File: src/rtl/rsc_pkg.sv
`default_nettype none
// ============================================================================
//  Module      : rsc_pkg
//  Description : Shared widths, writeback state encoding and flag bit indices
//                for the ALU writeback stage.
//  Revision    : 1.0  initial release
// ============================================================================
package rsc_pkg;

  localparam int DATA_W = 16;
  localparam int REG_AW = 3;

  // Writeback sequencer states
  typedef enum logic [1:0] {
    IDLE  = 2'd0,
    WR_LO = 2'd1,
    WR_HI = 2'd2
  } wb_state_t;

  // Bit positions inside the {za, zb, eq, gt, lt} flag vector
  localparam int FLG_ZA = 4;
  localparam int FLG_ZB = 3;
  localparam int FLG_EQ = 2;
  localparam int FLG_GT = 1;
  localparam int FLG_LT = 0;

endpackage
`default_nettype wire

File: src/rtl/sat_counter.sv
`default_nettype none
// ============================================================================
//  Module      : sat_counter
//  Description : Enabled up-counter that sticks at all-ones instead of
//                wrapping. Asynchronous active-low reset.
//  Revision    : 1.0  initial release
// ============================================================================
module sat_counter #(
  parameter int CNT_W = 16
) (
  input  logic             clk,
  input  logic             rst_n,
  input  logic             en,
  output logic [CNT_W-1:0] count
);

  // Count enabled events, holding at the maximum value once reached
  always_ff @(posedge clk or negedge rst_n) begin
    if (!rst_n) begin
      count <= '0;
    end else if (en && (count != {CNT_W{1'b1}})) begin
      count <= count + 1'b1;
    end
  end

endmodule
`default_nettype wire

File: src/rtl/alu_writeback.sv
`default_nettype none
// ============================================================================
//  Module      : alu_writeback
//  Description : Writeback stage behind the 16-bit ALU. Captures a 32-bit
//                result, sequences one (narrow) or two (wide) register-file
//                writes through a single write port, keeps the architectural
//                flag register and counts retired instructions.
//  Revision    : 1.0  initial release
// ============================================================================
module alu_writeback #(
  parameter int DATA_W = rsc_pkg::DATA_W,
  parameter int REG_AW = rsc_pkg::REG_AW,
  parameter int CNT_W  = 16
) (
  input  logic                clk,
  input  logic                rst_n,
  input  logic                in_valid,
  output logic                in_ready,
  input  logic [2*DATA_W-1:0] in_result,
  input  logic [REG_AW-1:0]   in_rd,
  input  logic                in_wide,
  input  logic [4:0]          in_flags,
  input  logic                in_flag_en,
  output logic                rf_we,
  output logic [REG_AW-1:0]   rf_waddr,
  output logic [DATA_W-1:0]   rf_wdata,
  output logic [4:0]          flags_q,
  output logic [CNT_W-1:0]    retired,
  output logic                busy
);

  import rsc_pkg::*;

  wb_state_t            state_q;
  wb_state_t            state_d;
  logic [2*DATA_W-1:0]  res_q;
  logic [REG_AW-1:0]    rd_q;
  logic                 wide_q;
  logic                 xfer;
  logic                 retire_en;

  // Only the low half of a wide op blocks the next transfer
  assign in_ready  = !((state_q == WR_LO) && wide_q);
  assign xfer      = in_valid && in_ready;
  // An instruction retires when it leaves its last write cycle
  assign retire_en = ((state_q == WR_LO) && !wide_q) || (state_q == WR_HI);
  assign busy      = (state_q != IDLE);

  // State register
  always_ff @(posedge clk or negedge rst_n) begin
    if (!rst_n) begin
      state_q <= IDLE;
    end else begin
      state_q <= state_d;
    end
  end

  // Capture the accepted result; flags commit at transfer time so that
  // compare-only ops stay ordered with later writes
  always_ff @(posedge clk or negedge rst_n) begin
    if (!rst_n) begin
      res_q   <= '0;
      rd_q    <= '0;
      wide_q  <= 1'b0;
      flags_q <= '0;
    end else if (xfer) begin
      res_q  <= in_result;
      rd_q   <= in_rd;
      wide_q <= in_wide;
      if (in_flag_en) begin
        flags_q <= in_flags;
      end
    end
  end

  // Next-state and Moore write-port decode
  always_comb begin
    state_d  = IDLE;
    rf_we    = 1'b0;
    rf_waddr = '0;
    rf_wdata = '0;
    case (state_q)
      IDLE: begin
        state_d = xfer ? WR_LO : IDLE;
      end
      WR_LO: begin
        rf_we    = 1'b1;
        rf_waddr = rd_q;
        rf_wdata = res_q[DATA_W-1:0];
        if (wide_q) begin
          state_d = WR_HI;
        end else begin
          state_d = xfer ? WR_LO : IDLE;
        end
      end
      WR_HI: begin
        rf_we    = 1'b1;
        rf_waddr = rd_q + 1'b1;  // wraps modulo register count
        rf_wdata = res_q[2*DATA_W-1:DATA_W];
        state_d  = xfer ? WR_LO : IDLE;
      end
      default: begin
        state_d = IDLE;
      end
    endcase
  end

  sat_counter #(
    .CNT_W (CNT_W)
  ) u_retired (
    .clk   (clk),
    .rst_n (rst_n),
    .en    (retire_en),
    .count (retired)
  );

endmodule
`default_nettype wire

File: config.mk
export PLATFORM = sky130hd
export DESIGN_NAME = alu_writeback
export DESIGN_NICKNAME = d
export VERILOG_FILES = /design/src/rtl/rsc_pkg.sv /design/src/rtl/sat_counter.sv /design/src/rtl/alu_writeback.sv
export SDC_FILE = /design/constraint.sdc
export NUM_CORES = 1
export LEC_CHECK = 0
export ABC_AREA = 0
export CAP_MARGIN = 5
export CORE_UTILIZATION = 25
export CTS_BUF_LIST = sky130_fd_sc_hd__clkbuf_16
export CTS_CLUSTER_DIAMETER = 120
export DETAILED_ROUTE_END_ITERATION = 12
export SYNTH_ARGS = -nofsm -noshare
export SYNTH_HDL_FRONTEND = slang
export SYNTH_SLANG_ARGS = --single-unit
export TNS_END_PERCENT = 1
File: constraint.sdc
create_clock -name clk -period 2.5 [get_ports clk]
set_input_delay 0.5 -clock clk [delete_from_list [all_inputs] [get_ports clk]]
set_output_delay 0.5 -clock clk [all_outputs]
set_load 0.02 [all_outputs]
==> flow_summary_export.csv, run 1 <==
group,metric,value,unit
drt,drt.antenna.violating_nets,0,
cts,insertion_delay,320,ps
synth,synth_edf_count,0,
synth,postSynth.asyncResetShare,100,%
synth,ys.flop_type,"dfrtp_1",
timing,finalSetupViolations,0,
synth,ys_seq_elements,59,
drt,num_vias,2108,
synth,syn_area,2780,um2
critical_path,r2r_cells,7,
critical_path,startpoint_type,"register",
cts,post_cts_buffers,0,
timing,fin_ws,164,ps
global_route,grt_antenna_before_repair,0,
drt,wl_per_cell,14.7,um
worst_hold_path,min_path_type,"in -> async",
timing,max-slew-margin-rel,63.3,%
critical_path,worstPathArrival,1840,ps
synth,synth_cell_type_count,34,
critical_path,startpoint,"state_q[1]$_DFF_PN0_",
placement,pre_cts_slack,137,ps
floorplanning,core_region_area,10800,um2
placement,routabilityCongestion,0.768,
floorplanning,start_util,25.6,%
critical_path,worst-path-max-fanout,6,
critical_path,endpoint_kind,"output pin",
synth,syn_inst,221,
global_route,grt_pass1_vias,2225,
placement,hpwl,4850,um
power_and_ir_drop,power_switching,1.45,mW
synth,netlist_top_cells_area,"dfrtp_1, mux2_2, a22oi_1",
timing,period_share,93.4,%
critical_path,cp.required,2000,ps
global_route,grt_max_degree,38,
power_and_ir_drop,swShare,33.1,%
finish,syn_to_final_growth,50.1,%
floorplanning,fp.dieH,107,um
synth,synth_fp_nets,272,
synth,ys_warn_count,0,
synth,yosys.area.top_type,"dfrtp_1",
power_and_ir_drop,p_leak,1.81,nW
critical_path,timing.rr.start,"state_q[1]$_DFF_PN0_",
finish,diodes,0,
status,status,"completed",
power_and_ir_drop,internal_power,2.92,mW
timing,fmax,428,MHz
drt,drt_iter0_markers,73,
drt,dr.pass1.iters,4,
timing,hold_violations,0,
floorplanning,num_rows,38,
drt,viasPerCell,4.54,
power_and_ir_drop,total_power,4.37,mW
timing,period_minus_slack,2340,ps
cts,hold_buffers,0,
power_and_ir_drop,power_density,1050,nW/um2
cts,cts_tree,"built",
synth,avgSynthCellArea,12.6,um2
timing,finalSetupTns,0,ps
power_and_ir_drop,ir_worst_vdd,0.380,mV
cts,cts_sinks,59,
critical_path,worstReg2RegEnd,"u_retired.count[8]$_DFFE_PN0P_",
timing,slew_violations,0,
synth,synth_top_area_share,53.1,%
cts,root_buffer,"clkbuf_16",
timing,rsz0062_at_grt,"no",
cts,htree_levels,3,
timing,clock_skew,6.63,ps
placement,io_buffers,87,
cts,cts_buffer_depth,2,
power_and_ir_drop,combPwrFrac,38.6,%
timing,worst_pin_slew,547,ps
finish,drive_gt1_share,23.5,%
power_and_ir_drop,p_seq_share,31.6,%
global_route,overflow,0,
run,maxCapViolations,0,
floorplanning,fp.dieW,107,um
drt,routed_wl,6800,um
global_route,grt_usage,12.4,%
floorplanning,io_pins,88,
finish,final.fill_count,1097,
critical_path,worstSetupPathType,"reg -> out",
power_and_ir_drop,power_frac_clock,29.9,%
finish,nets,370,
global_route,grt_pass1_wl,10900,um
drt,drc,0,
timing,whs,122,ps
floorplanning,dieArea,11500,um2
cts,cts_made_buffers,9,
synth,ys_seq_area_share,53.1,%
cts,path_clk_slew,60,ps
critical_path,reg2reg_slack,470,ps
## cells in the mapped netlist, drive strengths merged (2+ instances only)
cell	instances
buf	4
nor2b	19
ha	6
nor3	8
xor2	11
and2	2
nand4	4
inv	5
nor2	4
clkbuf	5
nor4	4
nand3	5
and3	2
o21ai	5
dfrtp	59
nor4b	3
nand2	6
mux2	43
a22oi	17
## power by group through the flow
stage                     sequential [mW]  clock, mW  combinational, mW
after global placement               1.38          0               1.77
after CTS                            1.38       1.34               1.71
after floorplan                      1.43          0              0.940
final                                1.38       1.31               1.68
after detailed placement             1.39          0               1.79
after global routing                 1.42       1.38               1.83
## kinds of logic (layout without fill, tap and decap cells)
group | count (synthesis) | after routing | share of synthesized area, %
compound gates | 28 | 28 | 7.16
xor+xnor | 12 | 12 | 3.78
fa+ha+maj | 6 | 6 | 2.70
buf+inv | 14 | 117 | 2.07
flops | 59 | 59 | 53.1
mux | 43 | 43 | 17.6
simple gates | 59 | 59 | 13.6
## final cells by class
cell class | instances | area [um2] | share of cell area, %
Sequential cell | 59 | 1480 | 35.4
Multi-Input combinational cell | 148 | 1250 | 30.0
Timing Repair Buffer | 96 | 932 | 22.3
Clock buffer | 9 | 225 | 5.40
Tap cell | 140 | 175 | 4.20
Clock inverter | 7 | 92.6 | 2.22
Inverter | 5 | 18.8 | 0.450
## cell usage in the layout, fill, tap and decap left out, drive strengths merged, types with 3 or more instances in the layout
| master | n |
|---|---|
| ha | 6 |
| clkinv | 3 |
| nor2 | 4 |
| dfrtp | 59 |
| a22oi | 17 |
| nor4b | 3 |
| clkbuf | 9 |
| dlygate4sd2 | 21 |
| nor4 | 4 |
| inv | 5 |
| nand2 | 6 |
| nor3 | 8 |
| nor2b | 19 |
| o21ai | 5 |
| nand4 | 4 |
| nand3 | 5 |
| clkdlybuf4s50 | 65 |
| mux2 | 43 |
| xor2 | 11 |
| buf | 10 |
## registers in the layout, indices dropped and copies added (netlist names)
signal	cells
u_retired.count	16
state_q	2
wide_q	1
rd_q	3
flags_q	5
res_q	32
## metal layers
layer  wire [um]  global-route usage (%)
met1        3100                    14.9
met2        3280                    20.5
met3         330                    2.97
met4         100                    6.46
met5           0                       0
## critical path, stage by stage, from the launching register on
cell           delay (ps)
dfrtp_1               370
inv_1                  70
ha_1                  200
buf_4                 160
o21ai_0               140
o21ai_0               100
and2_1                160
dlygate4sd2_1         310
## what timing repair did
item | CTS | global route
resized for setup | 23 | 0
hold endpoints to repair | 0 | 0
setup endpoints to repair | 21 | 0
## metrics by stage
step                cells  area [um2]  util (%)
finish                464        4170      38.5
global route          464        4170      38.5
CTS                   464        4170      38.5
detailed placement    448        3870      35.7
global placement      448        3870      35.7
floorplan             221        2780         -
## how the worst max path moves through the flow
stage | end | slack [ps] | depth (start not counted)
finish | rf_waddr[2] | 160 | 7
detailed placement | rf_waddr[1] | 140 | 5
global placement | rf_wdata[1] | 170 | 5
floorplan | rf_wdata[10] | 540 | 4
global route | rf_waddr[2] | 7 | 7
CTS | rf_waddr[1] | 120 | 5
(Power assumes the default switching activity.)
==> inputs of run 2 (changes only) <==
--- a/config.mk
+++ b/config.mk
@@ -11,7 +11,9 @@
 export CTS_BUF_LIST = sky130_fd_sc_hd__clkbuf_16
 export CTS_CLUSTER_DIAMETER = 120
 export DETAILED_ROUTE_END_ITERATION = 12
+export REMOVE_ABC_BUFFERS = 1
 export SYNTH_ARGS = -nofsm -noshare
 export SYNTH_HDL_FRONTEND = slang
+export SYNTH_HIERARCHICAL = 1
 export SYNTH_SLANG_ARGS = --single-unit
 export TNS_END_PERCENT = 1
==> run 2 against run 1 <==
  * First-iteration DRC count grew 23%
  * Count of clock-buffer cells in the layout is the same
  * Non-clock buffer count shrank 3
  * Area after synthesis grew 6.5%
  * Utilization shrank 0.78 points
  * Critical path type unchanged
  * Largest power group unchanged
  * Highest routed layer unchanged
==> flow_summary_export.csv, run 2 <==
group,metric,value,unit
finish,diodes,0,
synth,ys_warn_count,6,
finish,top_register,"res_q",
drt,routed_wl,6850,um
global_route,grt_antenna_before_repair,0,
timing,hold_violations,0,
global_route,grt_pass1_wl,11300,um
timing,period_minus_slack,2370,ps
drt,dr.pass1.iters,4,
finish,reg_top3,"res_q: 32 flops, u_retired/count: 16 flops, flags_q: 5 flops",
placement,placedCellCount,449,
critical_path,r2r_cells,8,
timing,rsz0062_at_grt,"no",
global_route,grt_usage,11.7,%
drt,num_vias,2135,
power_and_ir_drop,power_density,981,nW/um2
synth,syn_area,2960,um2
placement,routabilityCongestion,0.798,
timing,worst_pin_slew,663,ps
cts,post_cts_buffers,0,
synth,synth_edf_count,0,
synth,ys_seq_area_share,49.9,%
critical_path,worstSetupPathType,"reg -> out",
placement,pre_cts_slack,177,ps
drt,wl_per_cell,14.7,um
cts,path_clk_slew,50,ps
synth,post-synth-top-count-cell,"dfrtp_1",
synth,avgSynthCellArea,13.3,um2
finish,syn_to_final_growth,46.1,%
synth,netlist_top_cells_area,"dfrtp_1, mux2_4, mux2_2",
floorplanning,core_region_area,11500,um2
critical_path,endpoint_kind,"output pin",
synth,ys_seq_elements,59,
placement,io_buffers,87,
synth,netlist_top_cells_count,"dfrtp_1, mux2_4, nor2b_1",
critical_path,startpoint_type,"register",
synth,postSynth.asyncResetShare,100,%
synth,syn_inst,223,
drt,drt.antenna.violating_nets,0,
cts,cts_tree,"built",
global_route,overflow,0,
synth,yosys.area.top_type,"dfrtp_1",
placement,hpwl,4750,um
timing,finalSetupViolations,0,
placement,placed_area,4060,um2
timing,slew_violations,0,
finish,layout_commonest_cell,"clkdlybuf4s50_1",
cts,root_buffer,"clkbuf_16",
global_route,grt_max_degree,38,
finish,finalNonFillerCells,465,
cts,htree_levels,3,
critical_path,worst-path-max-fanout,7,
floorplanning,dieArea,12300,um2
synth,ys.flop_type,"dfrtp_1",
timing,clock_skew,5.84,ps
cts,insertion_delay,320,ps
power_and_ir_drop,p_leak,1.91,nW
finish,drive_gt1_share,23.0,%
run,maxCapViolations,0,
finish,nets,368,
critical_path,worstPathArrival,1870,ps
drt,drt_iter0_markers,90,
finish,layout_common_cells,"clkdlybuf4s50_1, dfrtp_1, mux2_4, dlygate4sd2_1, nor2b_1",
timing,fmax,422,MHz
drt,drc,0,
critical_path,cp.required,2000,ps
status,status,"completed",
floorplanning,num_rows,39,
floorplanning,fp.dieH,111,um
worst_hold_path,min_path_type,"in -> async",
synth,synth_top_area_share,49.9,%
drt,viasPerCell,4.59,
timing,max-slew-margin-rel,55.8,%
floorplanning,io_pins,88,
finish,largest_reg_flops,32,
cts,cts_buffer_depth,2,
power_and_ir_drop,ir_worst_vdd,0.420,mV
timing,period_share,94.8,%
cts,cts_sinks,59,
timing,fin_ws,129,ps
floorplanning,fp.dieW,111,um
finish,stdcell_area,4320,um2
floorplanning,start_util,25.8,%
global_route,grt_pass1_vias,2244,
synth,synth_cell_type_count,39,
cts,cts_made_buffers,9,
run 2: power by group:
| group | switching [mW] | total (mW) | internal [mW] | leakage (nW) |
|---|---|---|---|---|
| Sequential | 0.191 | 1.38 | 1.19 | 0.719 |
| Combinational | 0.791 | 1.69 | 0.896 | 1.05 |
| Clock | 0.412 | 1.17 | 0.757 | 0.145 |
run 2: what timing repair did:
action / 4_1_cts / 5_1_grt
gates resized for setup: 20 / 0
setup endpoints to repair: 19 / 0
hold buffers: 0 / 0
run 2: cell families (layout without fill, tap and decap cells):
group,after synthesis,in the layout,share of synthesized area [%]
adder cells (fa/ha/maj),6,6,2.54
buffers and inverters,15,114,2.79
flip-flops,59,59,49.9
AND/OR/NAND/NOR,56,56,13.5
multiplexers,42,42,19.7
AO/OA/AOI/OAI,37,37,9.26
XOR/XNOR,8,8,2.37
run 2: cell type report:
cell class / instances / area [um2]
well taps: 143 / 179
repair buffers: 93 / 950
flip-flops and latches: 59 / 1480
multi-input cells: 149 / 1410
inverters: 5 / 18.8
clock buffers: 9 / 225
clock inverters: 7 / 60.1
fillers: 1135 / 7140
run 2: metal layers:
metal | wire length (um) | vias to the layer above | GRT usage [%] | part of all wire, %
li1 | - | 1010 | - | -
met1 | 3170 | 1057 | 15.1 | 46
met2 | 3220 | 62 | 18.1 | 47
met3 | 392 | 6 | 3.77 | 5.7
met4 | 66 | 0 | 4.53 | 0.96
met5 | 0 | - | 0 | 0
run 2: worst paths after layout:
check	from	to	slack, ps
setup reg to reg	state_q[1]$_DFF_PN0_	u_retired/count[5]$_DFFE_PN0P_	430
hold reg to reg	res_q[24]$_DFFE_PN0P_	res_q[24]$_DFFE_PN0P_	510
max in group asynchronous	rst_n	res_q[30]$_DFFE_PN0P_	1670
min in group clk	res_q[24]$_DFFE_PN0P_	res_q[24]$_DFFE_PN0P_	510
hold / removal	rst_n	rd_q[0]$_DFFE_PN0P_	220
setup / recovery	state_q[1]$_DFF_PN0_	in_ready	130
run 2: critical path, cell delays in order (launching register included):
cell	delay (ps)
dfrtp_1	360
inv_1	70
ha_1	240
buf_4	190
nand2_1	90
clkdlybuf4s50_1	600
run 2: through the flow:
stage               utilization, %  setup TNS (ps)  hold WS, ps  total power [mW]
floorplan                        -          -62290          204              2.39
global placement              35.4               0          490              3.14
detailed placement            35.4               0          494              3.17
CTS                           37.7               0          234              4.32
global route                  37.7               0          256              4.48
finish                        37.7               0          217              4.24
